[config.mk]
export PLATFORM = sky130hd
export DESIGN_NAME = traffic_ctrl
export DESIGN_NICKNAME = d
export VERILOG_FILES = /design/src/rtl/traffic_ctrl.sv
export SDC_FILE = /design/constraint.sdc
export NUM_CORES = 1
export LEC_CHECK = 0
export BUFFER_PORTS_ARGS = -buffer_cell sky130_fd_sc_hd__clkbuf_2
export CAP_MARGIN = 20
export CORE_ASPECT_RATIO = 0.75
export CORE_UTILIZATION = 30
export DETAILED_ROUTE_END_ITERATION = 10
export GPL_ROUTABILITY_DRIVEN = 0
export PLACE_DENSITY_LB_ADDON = 0.12
export SYNTH_ARGS = -nofsm -noshare
export SYNTH_HDL_FRONTEND = slang
export SYNTH_SLANG_ARGS = --single-unit
[constraint.sdc]
create_clock -name clk -period 3.25 [get_ports clk]
set_input_delay 0.1625 -clock clk [delete_from_list [all_inputs] [get_ports clk]]
set_output_delay 0.1625 -clock clk [all_outputs]
set_load 0.01 [all_outputs]
[src/rtl/traffic_ctrl.sv]
// traffic_ctrl: packet traffic injector for a NoC node.
//
// Waits in GAP drawing pseudo-random values until one falls below RATE.
// It then emits a NUM_FLITS packet (head, bodies, tail) with valid/ready
// handshaking. A stop request never truncates a packet in flight.
//
// Parameters:
//   NUM_FLITS  flits per packet including head and tail (2..63)
//   RATE       inject threshold, a packet starts when lfsr_val < RATE
//   SRC_ID     node ID of this injector
//
// Ports:
//   clk          clock, rising edge
//   reset        synchronous active-high reset
//   start        pulse, begin generating traffic (ignored while busy)
//   stop         pulse, stop after the current packet
//   lfsr_val     current pseudo-random value
//   lfsr_en      advance the pseudo-random generator this cycle
//   flit_out     registered flit data
//   flit_valid   flit_out is valid
//   flit_ready   sink accepts the flit
//   pkt_count    completed packets, wraps
//   busy         FSM is not in IDLE
//   stall_count  backpressure cycles, saturating
//
// Build option: define TRAFFIC_STATS_EN to include the stall counter.
// Without it, stall_count is tied to zero.
//
// state | meaning
// IDLE  | not generating, waiting for start
// GAP   | drawing random values until an inject decision
// HEAD  | presenting the head flit
// BODY  | presenting a body flit
// TAIL  | presenting the tail flit

module traffic_ctrl #(
    parameter int          NUM_FLITS = 4,
    parameter logic [7:0]  RATE      = 8'd64,
    parameter logic [3:0]  SRC_ID    = 4'd0
) (
    input  logic        clk,
    input  logic        reset,
    input  logic        start,
    input  logic        stop,
    input  logic [7:0]  lfsr_val,
    output logic        lfsr_en,
    output logic [15:0] flit_out,
    output logic        flit_valid,
    input  logic        flit_ready,
    output logic [15:0] pkt_count,
    output logic        busy,
    output logic [15:0] stall_count
);

    typedef enum logic [2:0] {
        IDLE = 3'd0,
        GAP  = 3'd1,
        HEAD = 3'd2,
        BODY = 3'd3,
        TAIL = 3'd4
    } state_t;

    // Bodies still to send after the first one. This is unused when NUM_FLITS == 2.
    localparam logic [5:0] BODY_INIT = 6'(NUM_FLITS - 3);

    state_t      state_q, state_d;
    logic [15:0] flit_q, flit_d;
    logic [15:0] pkt_q, pkt_d;
    logic [5:0]  seq_q, seq_d;
    logic [5:0]  body_rem_q, body_rem_d;
    logic        stop_pend_q, stop_pend_d;

    logic [3:0]  dest;
    logic [8:0]  rate_diff;
    logic        inject;

    // lfsr_val < RATE is read from the borrow of a 9-bit subtraction.
    assign rate_diff = {1'b0, lfsr_val} - {1'b0, RATE};
    assign inject    = rate_diff[8];

    // A packet never targets its own node.
    assign dest = (lfsr_val[3:0] == SRC_ID) ? (lfsr_val[3:0] ^ 4'b0001)
                                            : lfsr_val[3:0];

    assign flit_valid = (state_q == HEAD) || (state_q == BODY) || (state_q == TAIL);
    assign busy       = (state_q != IDLE);
    assign flit_out   = flit_q;
    assign pkt_count  = pkt_q;

    always_ff @(posedge clk) begin
        if (reset) begin
            state_q     <= IDLE;
            flit_q      <= 16'h0000;
            pkt_q       <= 16'h0000;
            seq_q       <= 6'd0;
            body_rem_q  <= 6'd0;
            stop_pend_q <= 1'b0;
        end else begin
            state_q     <= state_d;
            flit_q      <= flit_d;
            pkt_q       <= pkt_d;
            seq_q       <= seq_d;
            body_rem_q  <= body_rem_d;
            stop_pend_q <= stop_pend_d;
        end
    end

    always_comb begin
        state_d     = state_q;
        flit_d      = flit_q;
        pkt_d       = pkt_q;
        seq_d       = seq_q;
        body_rem_d  = body_rem_q;
        stop_pend_d = stop_pend_q;
        lfsr_en     = 1'b0;

        // A stop during a packet is remembered until the tail is accepted.
        if (flit_valid && stop)
            stop_pend_d = 1'b1;

        case (state_q)
            IDLE: begin
                stop_pend_d = 1'b0;
                if (start && !stop)
                    state_d = GAP;
            end
            GAP: begin
                lfsr_en = 1'b1;
                if (stop) begin
                    state_d     = IDLE;
                    stop_pend_d = 1'b0;
                end else if (inject) begin
                    state_d = HEAD;
                    flit_d  = {2'b01, dest, SRC_ID, seq_q};
                end
            end
            HEAD: begin
                lfsr_en = flit_ready;
                if (flit_ready) begin
                    if (NUM_FLITS == 2) begin
                        state_d = TAIL;
                        flit_d  = {2'b10, seq_q, lfsr_val};
                    end else begin
                        state_d    = BODY;
                        flit_d     = {2'b00, seq_q, lfsr_val};
                        body_rem_d = BODY_INIT;
                    end
                end
            end
            BODY: begin
                lfsr_en = flit_ready;
                if (flit_ready) begin
                    if (body_rem_q == 6'd0) begin
                        state_d = TAIL;
                        flit_d  = {2'b10, seq_q, lfsr_val};
                    end else begin
                        state_d    = BODY;
                        flit_d     = {2'b00, seq_q, lfsr_val};
                        body_rem_d = body_rem_q - 6'd1;
                    end
                end
            end
            TAIL: begin
                lfsr_en = flit_ready;
                if (flit_ready) begin
                    pkt_d = pkt_q + 16'd1;
                    seq_d = seq_q + 6'd1;
                    if (stop_pend_q || stop) begin
                        state_d     = IDLE;
                        stop_pend_d = 1'b0;
                    end else begin
                        state_d = GAP;
                    end
                end
            end
            default: begin
                state_d = IDLE;
            end
        endcase
    end

`ifdef TRAFFIC_STATS_EN
    logic [15:0] stall_q;

    always_ff @(posedge clk) begin
        if (reset)
            stall_q <= 16'h0000;
        else if (flit_valid && !flit_ready && (stall_q != 16'hFFFF))
            stall_q <= stall_q + 16'd1;
    end

    assign stall_count = stall_q;
`else
    assign stall_count = 16'h0000;
`endif

endmodule

==> flow_summary.json <==
{
  "holdCritStartpoint": "lfsr_val[7]",
  "vias_per_cell": 4.86,
  "r2r_slack_ns": 1.21,
  "areaGrowthSynthToFinish_pct": 14.2,
  "p_comb_share_pct": 11.3,
  "yosys.area_share.simple_pct": 24.0,
  "final_common_cell": "dfxtp_1",
  "power_frac_seq_pct": 51.0,
  "cp.required_ns": 3.09,
  "period_needed_ns": 2.14,
  "synth_top_family_by_area": "simple AND/OR/NAND/NOR gates",
  "cts_buffers": 5,
  "hpwlAfterDp_um": 4300,
  "ctsResizeCount": 0,
  "finalSetupTns_ns": 0,
  "ys_types": 50,
  "reg2regPathDepth": 5,
  "grt_pass1_vias": 1915,
  "dr.pass1.iters": 4,
  "die_y_um": 81.2,
  "pre_cts_ws_ns": 1.22,
  "setup_violations": 0,
  "drv_cap": 0,
  "worst_pin_slew_ns": 0.961,
  "ir_worst_vdd_v": 0.000234,
  "cp_num_cells": 4,
  "drive_above_1_share_pct": 19.0,
  "synth_area_um2": 2510,
  "cp_max_fo": 30,
  "initial_core_util_pct": 31.4,
  "total_power_mw": 1.21,
  "routed_wl_um": 6170,
  "die-area_um2": 8740,
  "h-tree-depth": 2,
  "insertion_delay_ns": 0.30,
  "r2r-end": "flit_out[10]$_SDFFE_PP0P_",
  "grtUsageTotal_pct": 14.7,
  "fmax_mhz": 468,
  "cp.arrival_ns": 1.98,
  "ys_seq_elements": 48,
  "cts_tree": "built",
  "timing.rr.start": "state_q[2]$_SDFFE_PP0P_",
  "startpoint": "state_q[2]$_SDFFE_PP0P_",
  "fin_skew_ns": 0.00574,
  "synth-main-ff-cell": "dfxtp_1",
  "outcome": "completed",
  "synth_compound_area_share_pct": 19.1,
  "switching_share_pct": 27.0,
  "clockRootBuffer": "clkbuf_8",
  "slowest_stage": "dfxtp_1",
  "power_switching_mw": 0.325,
  "clkTransAtPathRegs_ns": 0.10,
  "fp.dieW_um": 108,
  "rsz0062_at_grt": "false",
  "synth_enable_flop_cells": 0,
  "ys_seq_area_share_pct": 38.3,
  "drt_iter0_drc": 91,
  "ys_warn_count": 0,
  "hp-class": "in2reg",
  "num_vias": 2198,
  "wl_per_cell_um": 13.7,
  "hold_viol": 0,
  "clkSinkCount": 48,
  "maxSlewViolCount": 0,
  "synth-xor-area-share_pct": 6.28,
  "grt_start_max_net_pins": 46,
  "clockPowerShare_pct": 37.7,
  "critPathLaunchType": "flop",
  "grt_pass1_wl_um": 9980,
  "synth.area.mux_share_pct": 0.847,
  "postCtsHoldBufs": 0,
  "io_buffers": 47,
  "cts_buffer_depth": 2,
  "internal_power_mw": 0.880,
  "fin_nets": 362,
  "relSlewSlack_pct": 35.9,
  "slowest_delay_ns": 0.55,
  "path_cells": "buf_4 > nand2b_1 > nand2_1 > clkbuf_2",
  "ant_nets": 0,
  "num_rows": 28,
  "synthArstFlopShare_pct": 0,
  "endpoint_kind": "output port",
  "crit_buf_inv": 2,
  "p_leak_nw": 1.11,
  "hold_end": "flit_out[7]$_SDFFE_PP0P_",
  "crit_type": "reg2out",
  "grt-ovfl-total": 0,
  "post_cts_buffers": 0,
  "layout_setup_ws_ns": 1.11,
  "synthCells": 310,
  "route.detailed.drc": 0,
  "n_antenna_cell": 0,
  "critical_path.top_delay_family": "simple AND/OR/NAND/NOR gates",
  "p_per_area_nw_per_um2": 420,
  "layout_common_cells": "dfxtp_1 (48), clkbuf_2 (47), nand2_1 (34), nor2_1 (31), o21ai_0 (26)",
  "io_pins": 64,
  "synth_fa_ha_area_share_pct": 1.49,
  "syn-mean-instance-area_um2": 8.10,
  "coreArea_um2": 7990,
  "fin_crit_sh_pct": 65.8,
  "antenna_found_initial": 0,
  "hold_path_depth": 3
}
kinds of logic after synthesis:
kind of cell / after synthesis
XOR/XNOR: 18
AND/OR/NAND/NOR: 114
buffers and inverters: 47
other: 1
flip-flops: 48
multiplexers: 2
adder cells (fa/ha/maj): 3
AO/OA/AOI/OAI: 77
cell type report:
type,instances,area [µm²]
inverters,11,41.3
flip-flops and latches,48,961
repair buffers,50,258
multi-input cells,230,1360
fillers,844,5120
well taps,105,131
clock inverters,3,46.3
clock buffers,5,68.8
synth_stat cells, drive strengths merged, types with 2 or more instances:
cell type	instances	share of area (%)
dfxtp	48	38
nand2	34	5.1
nor2	31	4.6
o21ai	26	5.2
a21oi	22	4.4
buf	22	6.1
clkbuf	14	2.1
inv	11	1.6
xnor2	10	3.5
a211o	9	3.1
nor3	8	1.6
xor2	8	2.8
nand3	6	1.2
nand4	6	2.1
or3	6	1.5
nor2b	5	1.2
ha	3	1.5
nand2b	3	0.75
nor4	3	1.3
a211oi	2	0.60
a311oi	2	0.70
and2	2	0.50
and3	2	0.50
o2111ai	2	0.70
o22ai	2	0.50
o31ai	2	0.60
or4	2	0.75
per-layer routing:
metal  vias to the layer above  routed length [µm]  track usage (%)
met5                         -                   0                0
met4                         0                  60             3.70
met3                         7                 339             2.89
met2                        65                2520             20.1
met1                      1009                3250             22.6
li1                       1117                   -                -
worst max-delay path by stage:
stage | to | slack, ns
4_1_cts | flit_valid | 1.08
3_5_place_dp | flit_out[10]$_SDFFE_PP0P_ | 1.22
5_1_grt | flit_valid | 0.90
3_3_place_gp | flit_out[10]$_SDFFE_PP0P_ | 1.24
6_report | flit_valid | 1.11
2_1_floorplan | pkt_count[15]$_SDFFE_PP0P_ | 1.53
stage by stage:
stage / instances / hold slack [ns] / util (%) / cell area [µm²]
after floorplan: 325 / 0.299 / - / 2570
after global placement: 444 / 0.423 / 34.4 / 2750
after global routing: 452 / 0.120 / 35.9 / 2870
after detailed placement: 444 / 0.433 / 34.4 / 2750
after CTS: 452 / 0.102 / 35.9 / 2870
final: 452 / 0.110 / 35.9 / 2870
state kept, by name, indices dropped and copies added (netlist names):
signal	flops
pkt_count	16
state_q	3
stop_pend_q	1
body_rem_q	6
flit_out	16
seq_q	6
worst min-delay path: stages:
cell and delay [ns]:
clkbuf_2 0.10, nand2_1 0.06, a21oi_1 0.05
power by group through the flow:
| stage | sequential, mW | clock, mW | combinational, mW |
|---|---|---|---|
| floorplan | 0.620 | 0 | 0.117 |
| global placement | 0.629 | 0 | 0.137 |
| detailed placement | 0.629 | 0 | 0.137 |
| CTS | 0.615 | 0.470 | 0.137 |
| global route | 0.618 | 0.495 | 0.154 |
| finish | 0.615 | 0.454 | 0.136 |
Power figures use the tool's default switching activity.
